--- config.mk ---
export PLATFORM = sky130hd
export DESIGN_NAME = instr_fetch_unit_flat
export DESIGN_NICKNAME = d
export VERILOG_FILES = /design/src/rtl/instr_fetch_unit_if.sv /design/src/rtl/instr_fetch_unit.sv /design/src/flat_wrapper.sv
export SDC_FILE = /design/constraint.sdc
export NUM_CORES = 1
export LEC_CHECK = 0
export BUFFER_PORTS_ARGS = -buffer_cell sky130_fd_sc_hd__buf_2
export CORE_MARGIN = 10
export CORE_UTILIZATION = 40
export DETAILED_ROUTE_END_ITERATION = 8
export PLACE_DENSITY_LB_ADDON = 0.3
export SLEW_MARGIN = 20
export SYNTH_ARGS = -nofsm -noshare
export SYNTH_HDL_FRONTEND = slang
export SYNTH_SLANG_ARGS = --single-unit
export TNS_END_PERCENT = 50
--- constraint.sdc ---
create_clock -name Clk -period 1.9 [get_ports Clk]
set_input_delay 0.095 -clock Clk [delete_from_list [all_inputs] [get_ports Clk]]
set_output_delay 0.095 -clock Clk [all_outputs]
set_load 0.005 [all_outputs]
--- src/rtl/instr_fetch_unit_if.sv ---
// Instruction-memory read port: request/acknowledge handshake between the
// fetch unit (master) and instruction memory (slave).
interface instr_fetch_unit_if;
    logic        Mem_Req;
    logic [15:0] Mem_Addr;
    logic        Mem_Ack;
    logic [15:0] Mem_Data;

    modport master (
        output Mem_Req,
        output Mem_Addr,
        input  Mem_Ack,
        input  Mem_Data
    );

    modport slave (
        input  Mem_Req,
        input  Mem_Addr,
        output Mem_Ack,
        output Mem_Data
    );
endinterface

--- src/rtl/instr_fetch_unit.sv ---
// Instruction fetch sequencer: owns the PC, reads instruction memory and strobes
// each word into the instruction register. Optional REQ timeout: FETCH_TIMEOUT_EN.
module instr_fetch_unit #(
    parameter logic [15:0] RESET_PC = 16'h0000
`ifdef FETCH_TIMEOUT_EN
    ,
    parameter int TIMEOUT_CYCLES = 16
`endif
) (
    input  logic                      Clk,
    input  logic                      Reset_n,
    input  logic                      Fetch_En,
    input  logic                      Branch_Taken,
    input  logic [15:0]               Branch_Target,
    instr_fetch_unit_if.master        mem,
    output logic [15:0]               Instruction_Out,
    output logic                      InstrWrite,
    output logic [15:0]               PC_Out,
    output logic                      Fetch_Busy,
    output logic                      Fetch_Error
);

    typedef enum logic [1:0] {
        S_IDLE  = 2'd0,
        S_REQ   = 2'd1,
        S_WRITE = 2'd2
    } state_t;

    state_t      state_q, state_d;
    logic [15:0] pc_q, pc_d;
    logic [15:0] addr_q, addr_d;
    logic [15:0] instr_q, instr_d;
    logic        req_q, req_d;
    logic        wr_q, wr_d;
    logic        squash_q, squash_d;
    logic        fetch_ok;
    logic [15:0] issue_addr;

`ifdef FETCH_TIMEOUT_EN
    localparam logic [4:0] TMO_LAST = 5'(TIMEOUT_CYCLES);

    logic       err_q, err_d;
    logic [4:0] tmo_q, tmo_d;

    // A latched fetch error blocks every new request until reset.
    assign fetch_ok = Fetch_En && !err_q;
`else
    assign fetch_ok = Fetch_En;
`endif

    // A redirect in the same cycle as the request wins over the current PC.
    assign issue_addr = Branch_Taken ? Branch_Target : pc_q;

    always_ff @(posedge Clk or negedge Reset_n) begin
        if (!Reset_n) begin
            state_q  <= S_IDLE;
            pc_q     <= RESET_PC;
            addr_q   <= RESET_PC;
            instr_q  <= 16'h0000;
            req_q    <= 1'b0;
            wr_q     <= 1'b0;
            squash_q <= 1'b0;
`ifdef FETCH_TIMEOUT_EN
            err_q    <= 1'b0;
            tmo_q    <= 5'd0;
`endif
        end else begin
            // NOTE: non-blocking assignments so every register sees pre-edge values.
            state_q  <= state_d;
            pc_q     <= pc_d;
            addr_q   <= addr_d;
            instr_q  <= instr_d;
            req_q    <= req_d;
            wr_q     <= wr_d;
            squash_q <= squash_d;
`ifdef FETCH_TIMEOUT_EN
            err_q    <= err_d;
            tmo_q    <= tmo_d;
`endif
        end
    end

    always_comb begin
        // NOTE: every target gets a default first, so no branch can infer a latch.
        state_d  = state_q;
        pc_d     = pc_q;
        addr_d   = addr_q;
        instr_d  = instr_q;
        req_d    = req_q;
        wr_d     = 1'b0;
        squash_d = squash_q;
`ifdef FETCH_TIMEOUT_EN
        err_d    = err_q;
        tmo_d    = tmo_q;
`endif

        unique case (state_q)
            S_IDLE: begin
                if (Branch_Taken) begin
                    pc_d = Branch_Target;
                end
                if (fetch_ok) begin
                    addr_d   = issue_addr;
                    req_d    = 1'b1;
                    squash_d = 1'b0;
`ifdef FETCH_TIMEOUT_EN
                    tmo_d    = 5'd0;
`endif
                    state_d  = S_REQ;
                end
            end

            S_REQ: begin
                // A redirect while the read is in flight makes its data stale.
                if (Branch_Taken) begin
                    pc_d     = Branch_Target;
                    squash_d = 1'b1;
                end
                if (mem.Mem_Ack) begin
                    req_d    = 1'b0;
                    squash_d = 1'b0;
                    if (squash_q || Branch_Taken) begin
                        state_d = S_IDLE;
                    end else begin
                        instr_d = mem.Mem_Data;
                        wr_d    = 1'b1;
                        pc_d    = pc_q + 16'd1;
                        state_d = S_WRITE;
                    end
                end
`ifdef FETCH_TIMEOUT_EN
                else if (tmo_q + 5'd1 == TMO_LAST) begin
                    req_d    = 1'b0;
                    err_d    = 1'b1;
                    squash_d = 1'b0;
                    state_d  = S_IDLE;
                end else begin
                    tmo_d = tmo_q + 5'd1;
                end
`endif
            end

            S_WRITE: begin
                if (Branch_Taken) begin
                    pc_d = Branch_Target;
                end
                if (fetch_ok) begin
                    addr_d   = issue_addr;
                    req_d    = 1'b1;
                    squash_d = 1'b0;
`ifdef FETCH_TIMEOUT_EN
                    tmo_d    = 5'd0;
`endif
                    state_d  = S_REQ;
                end else begin
                    state_d = S_IDLE;
                end
            end

            default: begin
                state_d = S_IDLE;
                req_d   = 1'b0;
            end
        endcase
    end

    assign mem.Mem_Req     = req_q;
    assign mem.Mem_Addr    = addr_q;
    assign Instruction_Out = instr_q;
    assign InstrWrite      = wr_q;
    assign PC_Out          = pc_q;
    assign Fetch_Busy      = (state_q != S_IDLE);

`ifdef FETCH_TIMEOUT_EN
    assign Fetch_Error = err_q;
`else
    assign Fetch_Error = 1'b0;
`endif

endmodule

--- src/flat_wrapper.sv ---
// flat-port wrapper written by rule: the top's interface ports become plain ports
module instr_fetch_unit_flat 
#(
    parameter logic [15:0] RESET_PC = 16'h0000

)
  (Clk, Reset_n, Fetch_En, Branch_Taken, Branch_Target, Instruction_Out, InstrWrite, PC_Out, Fetch_Busy, Fetch_Error, mem_Mem_Req, mem_Mem_Addr, mem_Mem_Ack, mem_Mem_Data);
  instr_fetch_unit_if mem_i ();
  input  logic Clk;
  input  logic Reset_n;
  input  logic Fetch_En;
  input  logic Branch_Taken;
  input  logic [15:0] Branch_Target;
  output logic [15:0] Instruction_Out;
  output logic InstrWrite;
  output logic [15:0] PC_Out;
  output logic Fetch_Busy;
  output logic Fetch_Error;
  output wire logic [$bits(mem_i.Mem_Req)-1:0] mem_Mem_Req;
  output wire logic [$bits(mem_i.Mem_Addr)-1:0] mem_Mem_Addr;
  input wire logic [$bits(mem_i.Mem_Ack)-1:0] mem_Mem_Ack;
  input wire logic [$bits(mem_i.Mem_Data)-1:0] mem_Mem_Data;
  assign mem_Mem_Req = mem_i.Mem_Req;
  assign mem_Mem_Addr = mem_i.Mem_Addr;
  assign mem_i.Mem_Ack = mem_Mem_Ack;
  assign mem_i.Mem_Data = mem_Mem_Data;
  instr_fetch_unit #(.RESET_PC(RESET_PC)) u_core (.Clk(Clk), .Reset_n(Reset_n), .Fetch_En(Fetch_En), .Branch_Taken(Branch_Taken), .Branch_Target(Branch_Target), .mem(mem_i), .Instruction_Out(Instruction_Out), .InstrWrite(InstrWrite), .PC_Out(PC_Out), .Fetch_Busy(Fetch_Busy), .Fetch_Error(Fetch_Error));
endmodule
-- Word-level counts from Yosys, hierarchy flattened
Index checks and enable logic that the tools add are counted.
- equality and inequality tests: 6
- multiplexer cells: 19
- reduce and logical (&&, ||, !) cells: 10
- shift-type cells: 0
- multiply operators: 0
- divide/modulo/power cells: 0
- bitwise logic cells: 1
- add/subtract/negate cells: 1
- magnitude comparators: 0
- operators by type and width (cell ; count):
    16-bit two-way mux ; 3
    16-bit one-hot mux with 2 select lines ; 1
    16-bit by 1-bit adder with 16-bit output, second input constant ; 1
    1-bit two-way mux ; 9
    2-bit two-way mux ; 3
    2-bit one-hot mux with 3 select lines ; 1
    2-bit AND reduction ; 3
    3-bit AND reduction ; 2
    2-bit inequality test, second input constant ; 2
    1-bit one-hot mux with 2 select lines ; 2
    2-bit nonzero test ; 2
    3-bit inequality test, second input constant ; 1
    2-bit by 1-bit equality test with 1-bit output, second input constant ; 1
    2-bit equality test, second input constant ; 1
    2-bit logical NOT ; 1
    2-bit by 1-bit inequality test with 1-bit output, second input constant ; 1
    2-bit OR reduction ; 1
    1-bit logical OR ; 1
    1-bit inverter ; 1
- memories: 0
- bits of input ports: 37
- output and inout bits: 52
- flip-flop bits (word level): 53
- bits in writable memories: 0
- logic and storage cells: 44
- bits in latches: 0
- bits in read-only memories: 0

-- Longest topological paths before layout
Gate-level depths: netlist of the first run.
- depth after elaboration: 4
- gate-level depth with buffers: 6
- gate-level depth less buffers: 5

-- Worst setup path after synthesis of the first run
OpenSTA, ideal clock, no wires.
- kind: reg2reg
- start: register u_core.squash_q
- end: register u_core.instr_q[10], in the netlist u_core.Instruction_Out[10]
- required time: 1.775 ns
- library setup time: 0.125 ns
- path buffers: 2
- period minus slack after synthesis: 1.663 ns
- arrival: 1.538 ns
- cell stages (with the launch flop): 6
- path slack: 0.237 ns
- path through: dfrtp_1 nand4bb_1 buf_2 nor2_2 buf_6 mux2_2
- longest elaborated chain between the ends: 3
- ends and longest elaborated chain (what ; RTL line ; source):
    start: declaration ; instr_fetch_unit.sv:35 ; logic squash_q, squash_d;
    start signal: assignment ; instr_fetch_unit.sv:75 ; squash_q <= squash_d;
    1-bit logical OR ; instr_fetch_unit.sv:122 ; if (squash_q || Branch_Taken) begin
    1-bit inverter (no source line) ; - ;
    3-bit AND reduction (no source line) ; - ;
    end signal: assignment ; instr_fetch_unit.sv:72 ; instr_q <= instr_d;
    end: declaration ; instr_fetch_unit.sv:32 ; logic [15:0] instr_q, instr_d;
Every way passes these cells.
A chain may end at the register's enable or synchronous reset.

-- Worst setup path after layout of the first run
- start: register u_core.state_q[0]
- end: register u_core.pc_q[7], in the netlist u_core.PC_Out[7]
- longest elaborated chain between the ends: 3
- elaborated cells on any way between the ends: 6
- classes of those cells: eq/ne: 2; mux: 1; reduce/logical: 3
- ends and longest elaborated chain (what ; RTL line ; source):
    start: declaration ; instr_fetch_unit.sv:29 ; state_t state_q, state_d;
    start signal: assignment ; instr_fetch_unit.sv:69 ; state_q <= state_d;
    2-bit equality test / 2-bit logical NOT (equally long branches) ; instr_fetch_unit.sv:97 ; unique case (state_q)
    2-bit OR reduction (no source line) ; - ;
    16-bit one-hot mux with 2 select lines / 2-bit nonzero test (equally long branches) ; - ;
    end signal: assignment ; instr_fetch_unit.sv:70 ; pc_q <= pc_d;
    end: declaration ; instr_fetch_unit.sv:30 ; logic [15:0] pc_q, pc_d;
Several ways; a longest one is shown, not always the timed one.

==> results of run 1 <==
==> timing repair <==
action	4_1_cts	5_1_grt
hold buffers	14	0
setup endpoints to repair	0	0
endpoints found under the hold margin	36	0
==> cell usage in the layout (no fill, tap or decap), types with 3 or more instances in the layout <==
| cell type | netlist | layout |
|---|---|---|
| o22ai_1 | 6 | 6 |
| nand2_1 | 25 | 25 |
| nand4_1 | 6 | 6 |
| a32oi_1 | 3 | 3 |
| dfrtp_1 | 53 | 53 |
| buf_2 | 7 | 87 |
| nand3_1 | 10 | 10 |
| mux2_2 | 17 | 17 |
| nor2_1 | 11 | 11 |
| nand2b_1 | 5 | 5 |
| nor4_1 | 3 | 3 |
| clkbuf_8 | 0 | 5 |
| mux2i_1 | 18 | 18 |
| o21ai_0 | 31 | 31 |
| buf_4 | 1 | 8 |
| dlygate4sd3_1 | 0 | 14 |
| o21a_1 | 3 | 3 |
| a21oi_1 | 8 | 8 |
==> worst paths after layout <==
check / from / endpoint
max: u_core.state_q[0] / u_core.PC_Out[7]
min: mem_Mem_Data[5] / u_core.Instruction_Out[5]
max reg2reg: u_core.state_q[0] / u_core.PC_Out[7]
min reg2reg: u_core.mem.Mem_Addr[5] / u_core.mem.Mem_Addr[5]
max in group asynchronous: Reset_n / u_core.Instruction_Out[14]
min in group asynchronous: Reset_n / u_core.PC_Out[6]
==> registers in the layout (all words and copies together) (netlist names) <==
register                count
u_core.mem.Mem_Addr        16
u_core.state_q              2
u_core.squash_q             1
u_core.Instruction_Out     16
u_core.PC_Out              16
u_core.InstrWrite           1
u_core.mem.Mem_Req          1
==> layout make-up <==
cell class                      count  area, um2
Clock buffer                        5      68.82
Clock inverter                      3      26.28
Fill cell                         611       2970
Inverter                            2      7.507
Multi-Input combinational cell    178       1199
Sequential cell                    53       1326
Tap cell                           77      96.34
Timing Repair Buffer              110      655.6
==> power by group <==
group          internal (mW)  switching, mW  total, mW  leakage (nW)
clock                  0.270          0.411      0.681        0.0487
sequential              1.44          0.260       1.70         0.634
combinational          0.545          0.460       1.01         0.898
==> cell families (layout without fill, tap and decap cells) <==
logic type      Yosys count  in the layout
xor+xnor                  1              1
simple gates             78             78
flops                    53             53
mux                      35             35
fa+ha+maj                 1              1
other cells               1              1
buf+inv                  20            120
compound gates           62             62
==> layer usage <==
metal | track usage (%) | vias up | wire, um
li1 | - | 1115 | -
met1 | 17.82 | 1090 | 3150
met2 | 23.14 | 76 | 3410
met3 | 6.584 | 9 | 724
met4 | 3.537 | 0 | 83
met5 | 0 | - | 0
==> flow_summary.toml, run 1 <==
[die]
rows = 29
core_mm2 = 0.006350
initial_core_util_pct = 41.26
dieHeight_um = 100.9
die_area_mm2 = 0.01019
io_pins = 89
die_w_um = 100.9

[synth]
synth_top_family_by_area = "simple AND/OR/NAND/NOR gates"
muxShareOfSynthArea_pct = 14.18
yosys.area_share.simple_pct = 16.14
ys_seq_area_share_pct = 50.62
synth-main-ff-cell = "dfrtp_1"
yosysMostFrequentCell = "dfrtp_1"
synth_edf_count = 0
yosysWarnings = 0
yosysTopAreaCell = "dfrtp_1"
synth.avg_cell_area_um2 = 10.44
synth_top_cells_by_area = "dfrtp_1 51%, mux2_2 7.3%, mux2i_1 6.9%, o21ai_0 5.9%, nand2_1 3.6%"
synth_cells = 251
synth_top_cell_area_share_pct = 50.62
synth-compound-area-share_pct = 14.47
synthXorXnorAreaFrac_pct = 0.3343
synthAdderAreaFrac_pct = 0.4776
yosysUniqueCellTypes = 45
synthesis.nets = 289
ys_seq_elements = 53
yosys-top-cells-count = "53 x dfrtp_1, 31 x o21ai_0, 25 x nand2_1, 18 x mux2i_1, 17 x mux2_2"
syn_area_mm2 = 0.002620
async_flop_share_pct = 100.0

[grt]
grt_max_degree = 32
antenna_found_initial = 1
grt_usage_pct = 14.65
grt_pass1_wl_um = 12290
grt_pass1_vias = 2407
gr-total-overflow = 0

[route]
via_count = 2290
wl_um = 7369
wl_per_cell_um = 17.22
drc = 0
ant_nets = 0
vias_per_cell = 5.350
drt_iter0_drc = 107
first_pass_iters = 4

[pwr]
power_density_mw_per_mm2 = 1002
total_power_mw = 3.386
vdd_drop_max_v = 0.0005744
power_leakage_nw = 1.581

[status]
outcome = "finished clean"

[cts]
cts_root_buffer = "clkbuf_8"
ctsResizeCount = 0
cts.htree.levels = 2
clockBufferDepth = 2
cts_buffers = 5
cts.sink_count = 53
clkTransAtPathRegs_ns = 0.10
clkLatencyLatePin_ns = 0.31
cts_tree = "yes"
post_cts_buffers = 0

[sta]
hold_violations = 0
fin_crit_ns = 1.715
slew_headroom_pct = 59.87
finalClockSkew_ns = 0.01168
setup_viol = 0
tns_ns = 0
fmax_mhz = 583.0
hold_slack_ns = 0.01427
setup_slack_ns = 0.1847
slew_viol_final = 0
period_share_pct = 90.28
tightestPinTransition_ns = 0.6019
grt_setup_unrepaired = "no"

[finish]
layout.nets = 388
diodes = 0
syn2layout_area_growth_pct = 28.99
drive_above_1_share_pct = 37.61
fin_area_mm2 = 0.003379
fin_cells = 428
fin_util_pct = 53.22

[setup_path]
cp_max_fo = 13
critPathLaunchType = "register"
critical-path-top-delay-family = "compound AO/OA/AOI/OAI gates"
r2r_cells = 5
cp-end-kind = "register"
path_buf_inv = 1
cpMaxStageDelayCell = "dfrtp_1"
max_stage_delay_ns = 0.55
path_cells = "and4bb_2 > buf_4 > o21a_1 > o22ai_1 > a31oi_1"
ff2ff_setup_slack_ns = 0.18
required_ns = 2.13
cp_data_arrival_time_ns = 1.95
cp_num_cells = 5
crit_type = "reg2reg"

[place]
gp_congestion = 0.9025
dpl_cell_area_mm2 = 0.003144
post-dp-hpwl_um = 5250
place_inst = 406
place_ws_ns = 0.2043
portBuffers = 87

[worst_hold_path]
hold_depth = 2
hold_class = "in2reg"

[run]
maxCapViolCount = 0
No activity file was read; power rests on OpenSTA's default activity.
==> run 2, diff against run 1 <==
--- a/config.mk
+++ b/config.mk
@@ -9,6 +9,7 @@
 export CORE_MARGIN = 10
 export CORE_UTILIZATION = 40
 export DETAILED_ROUTE_END_ITERATION = 8
+export MAX_ROUTING_LAYER = met4
 export PLACE_DENSITY_LB_ADDON = 0.3
 export SLEW_MARGIN = 20
 export SYNTH_ARGS = -nofsm -noshare
==> run 2 against run 1 <==
Effect of this change: fmax is 1.6% higher; routed wire length grew 0.11%; non-clock buffer count rose by 5; critical path type unchanged.
==> flow_summary.toml, run 2 (synthesized netlist as in run 1, its figures left out) <==
[status]
outcome = "finished clean"

[worst_hold_path]
hold_class = "in2reg"

[pwr]
net-switching-power_mw = 1.135
power_leakage_nw = 1.604
swShare_pct = 33.40
total_power_mw = 3.397
pwr-share-comb_pct = 30.1
vdd_drop_max_v = 0.0005514
p_int_mw = 2.262
p_clk_share_pct = 19.9
power_density_mw_per_mm2 = 992.0
power_frac_seq_pct = 50.0

[grt]
grt_max_degree = 32
grt_pass1_vias = 2475
grt_usage_pct = 14.98
gr-total-overflow = 0
grt_pass1_wl_um = 12300
antenna_found_initial = 0

[route]
ant_nets = 0
vias_per_cell = 5.319
via_count = 2303
first_pass_iters = 4
drt_iter0_drc = 128
drc = 0
wl_per_cell_um = 17.04
wl_um = 7377

[run]
maxCapViolCount = 0

[die]
die_w_um = 100.9
rows = 29
io_pins = 89
core_mm2 = 0.006350
die_area_mm2 = 0.01019
initial_core_util_pct = 41.26
dieHeight_um = 100.9

[cts]
clkLatencyLatePin_ns = 0.31
cts_root_buffer = "clkbuf_8"
cts_buffers = 5
ctsResizeCount = 0
cts.sink_count = 53
cts_tree = "yes"
clockBufferDepth = 2
cts.htree.levels = 2
clkTransAtPathRegs_ns = 0.11

[sta]
grt_setup_unrepaired = "no"
hold_slack_ns = 0.01230
fmax_mhz = 592.1
tightestPinTransition_ns = 0.6041
hold_violations = 0
finalClockSkew_ns = 0.007352
slew_viol_final = 0
fin_crit_ns = 1.689
slew_headroom_pct = 59.73
tns_ns = 0
setup_slack_ns = 0.2111
setup_viol = 0
period_share_pct = 88.89

[setup_path]
required_ns = 2.10
ff2ff_setup_slack_ns = 0.21
cp-end-kind = "register"
cp_max_fo = 13
cp_data_arrival_time_ns = 1.89
crit_type = "reg2reg"
critPathLaunchType = "register"

[finish]
layout_commonest_cell = "buf_2"
drive_above_1_share_pct = 37.64
final_cell_mix = "87 x buf_2, 53 x dfrtp_1, 31 x o21ai_0, 25 x nand2_1, 18 x mux2i_1"
diodes = 0
n_fill_cell = 584
layout.nets = 393
syn2layout_area_growth_pct = 30.71

[place]
gp_congestion = 0.9177
place_ws_ns = 0.2473
portBuffers = 87
post-dp-hpwl_um = 5370
run 2: per-layer routing:
| layer | GRT usage, % | vias up | share of wire [%] |
|---|---|---|---|
| met5 | - | - | 0 |
| met4 | 3.215 | 0 | 0.76 |
| met3 | 5.281 | 6 | 8.4 |
| met2 | 23.14 | 75 | 47 |
| met1 | 18.46 | 1094 | 44 |
| li1 | - | 1128 | - |
run 2: timing repair:
action                                 CTS  global route
setup endpoints to repair                0             0
hold buffers                            16             1
buffers inserted                         0             0
endpoints found under the hold margin   39             1
run 2: path summary, 6_finish.rpt:
kind                                    startpoint  cells after the start                   endpoint
max in group asynchronous                  Reset_n                      3          u_core.PC_Out[11]
min in group asynchronous                  Reset_n                      2     u_core.mem.Mem_Addr[3]
max reg2reg                      u_core.state_q[0]                      4           u_core.PC_Out[9]
min reg2reg                u_core.mem.Mem_Addr[14]                      2    u_core.mem.Mem_Addr[14]
max                              u_core.state_q[0]                      4           u_core.PC_Out[9]
min                                mem_Mem_Data[5]                      2  u_core.Instruction_Out[5]
run 2: cell type report:
class                   count  area (um2)  area share (%)
well taps                  77       96.34           2.813
multi-input cells         178        1199           35.00
clock inverters             3       26.28          0.7673
inverters                   2       7.507          0.2192
repair buffers            115       700.7           20.46
clock buffers               5       68.82           2.010
flip-flops and latches     53        1326           38.73
run 2: per-stage QoR:
| step | cell area (um2) | util (%) | std cells |
|---|---|---|---|
| 6_report | 3425 | 53.93 | 433 |
| 5_1_grt | 3425 | 53.93 | 433 |
| 2_1_floorplan | 2620 | - | 251 |
| 4_1_cts | 3415 | 53.77 | 432 |
| 3_5_place_dp | 3159 | 49.75 | 408 |
| 3_3_place_gp | 3159 | 49.75 | 408 |
run 2: critical path, cell delays in order (launching register included):
cell	delay [ns]
dfrtp_1	0.55
and4bb_2	0.34
o21ai_0	0.11
a32o_1	0.22
a311o_2	0.35
run 2: power groups by stage:
stage               clock network (mW)  registers, mW  logic, mW
global route                     0.746           1.75       1.17
floorplan                            0           1.70      0.495
finish                           0.676           1.70       1.02
CTS                              0.705           1.70       1.05
global placement                     0           1.70      0.999
detailed placement                   0           1.72       1.02
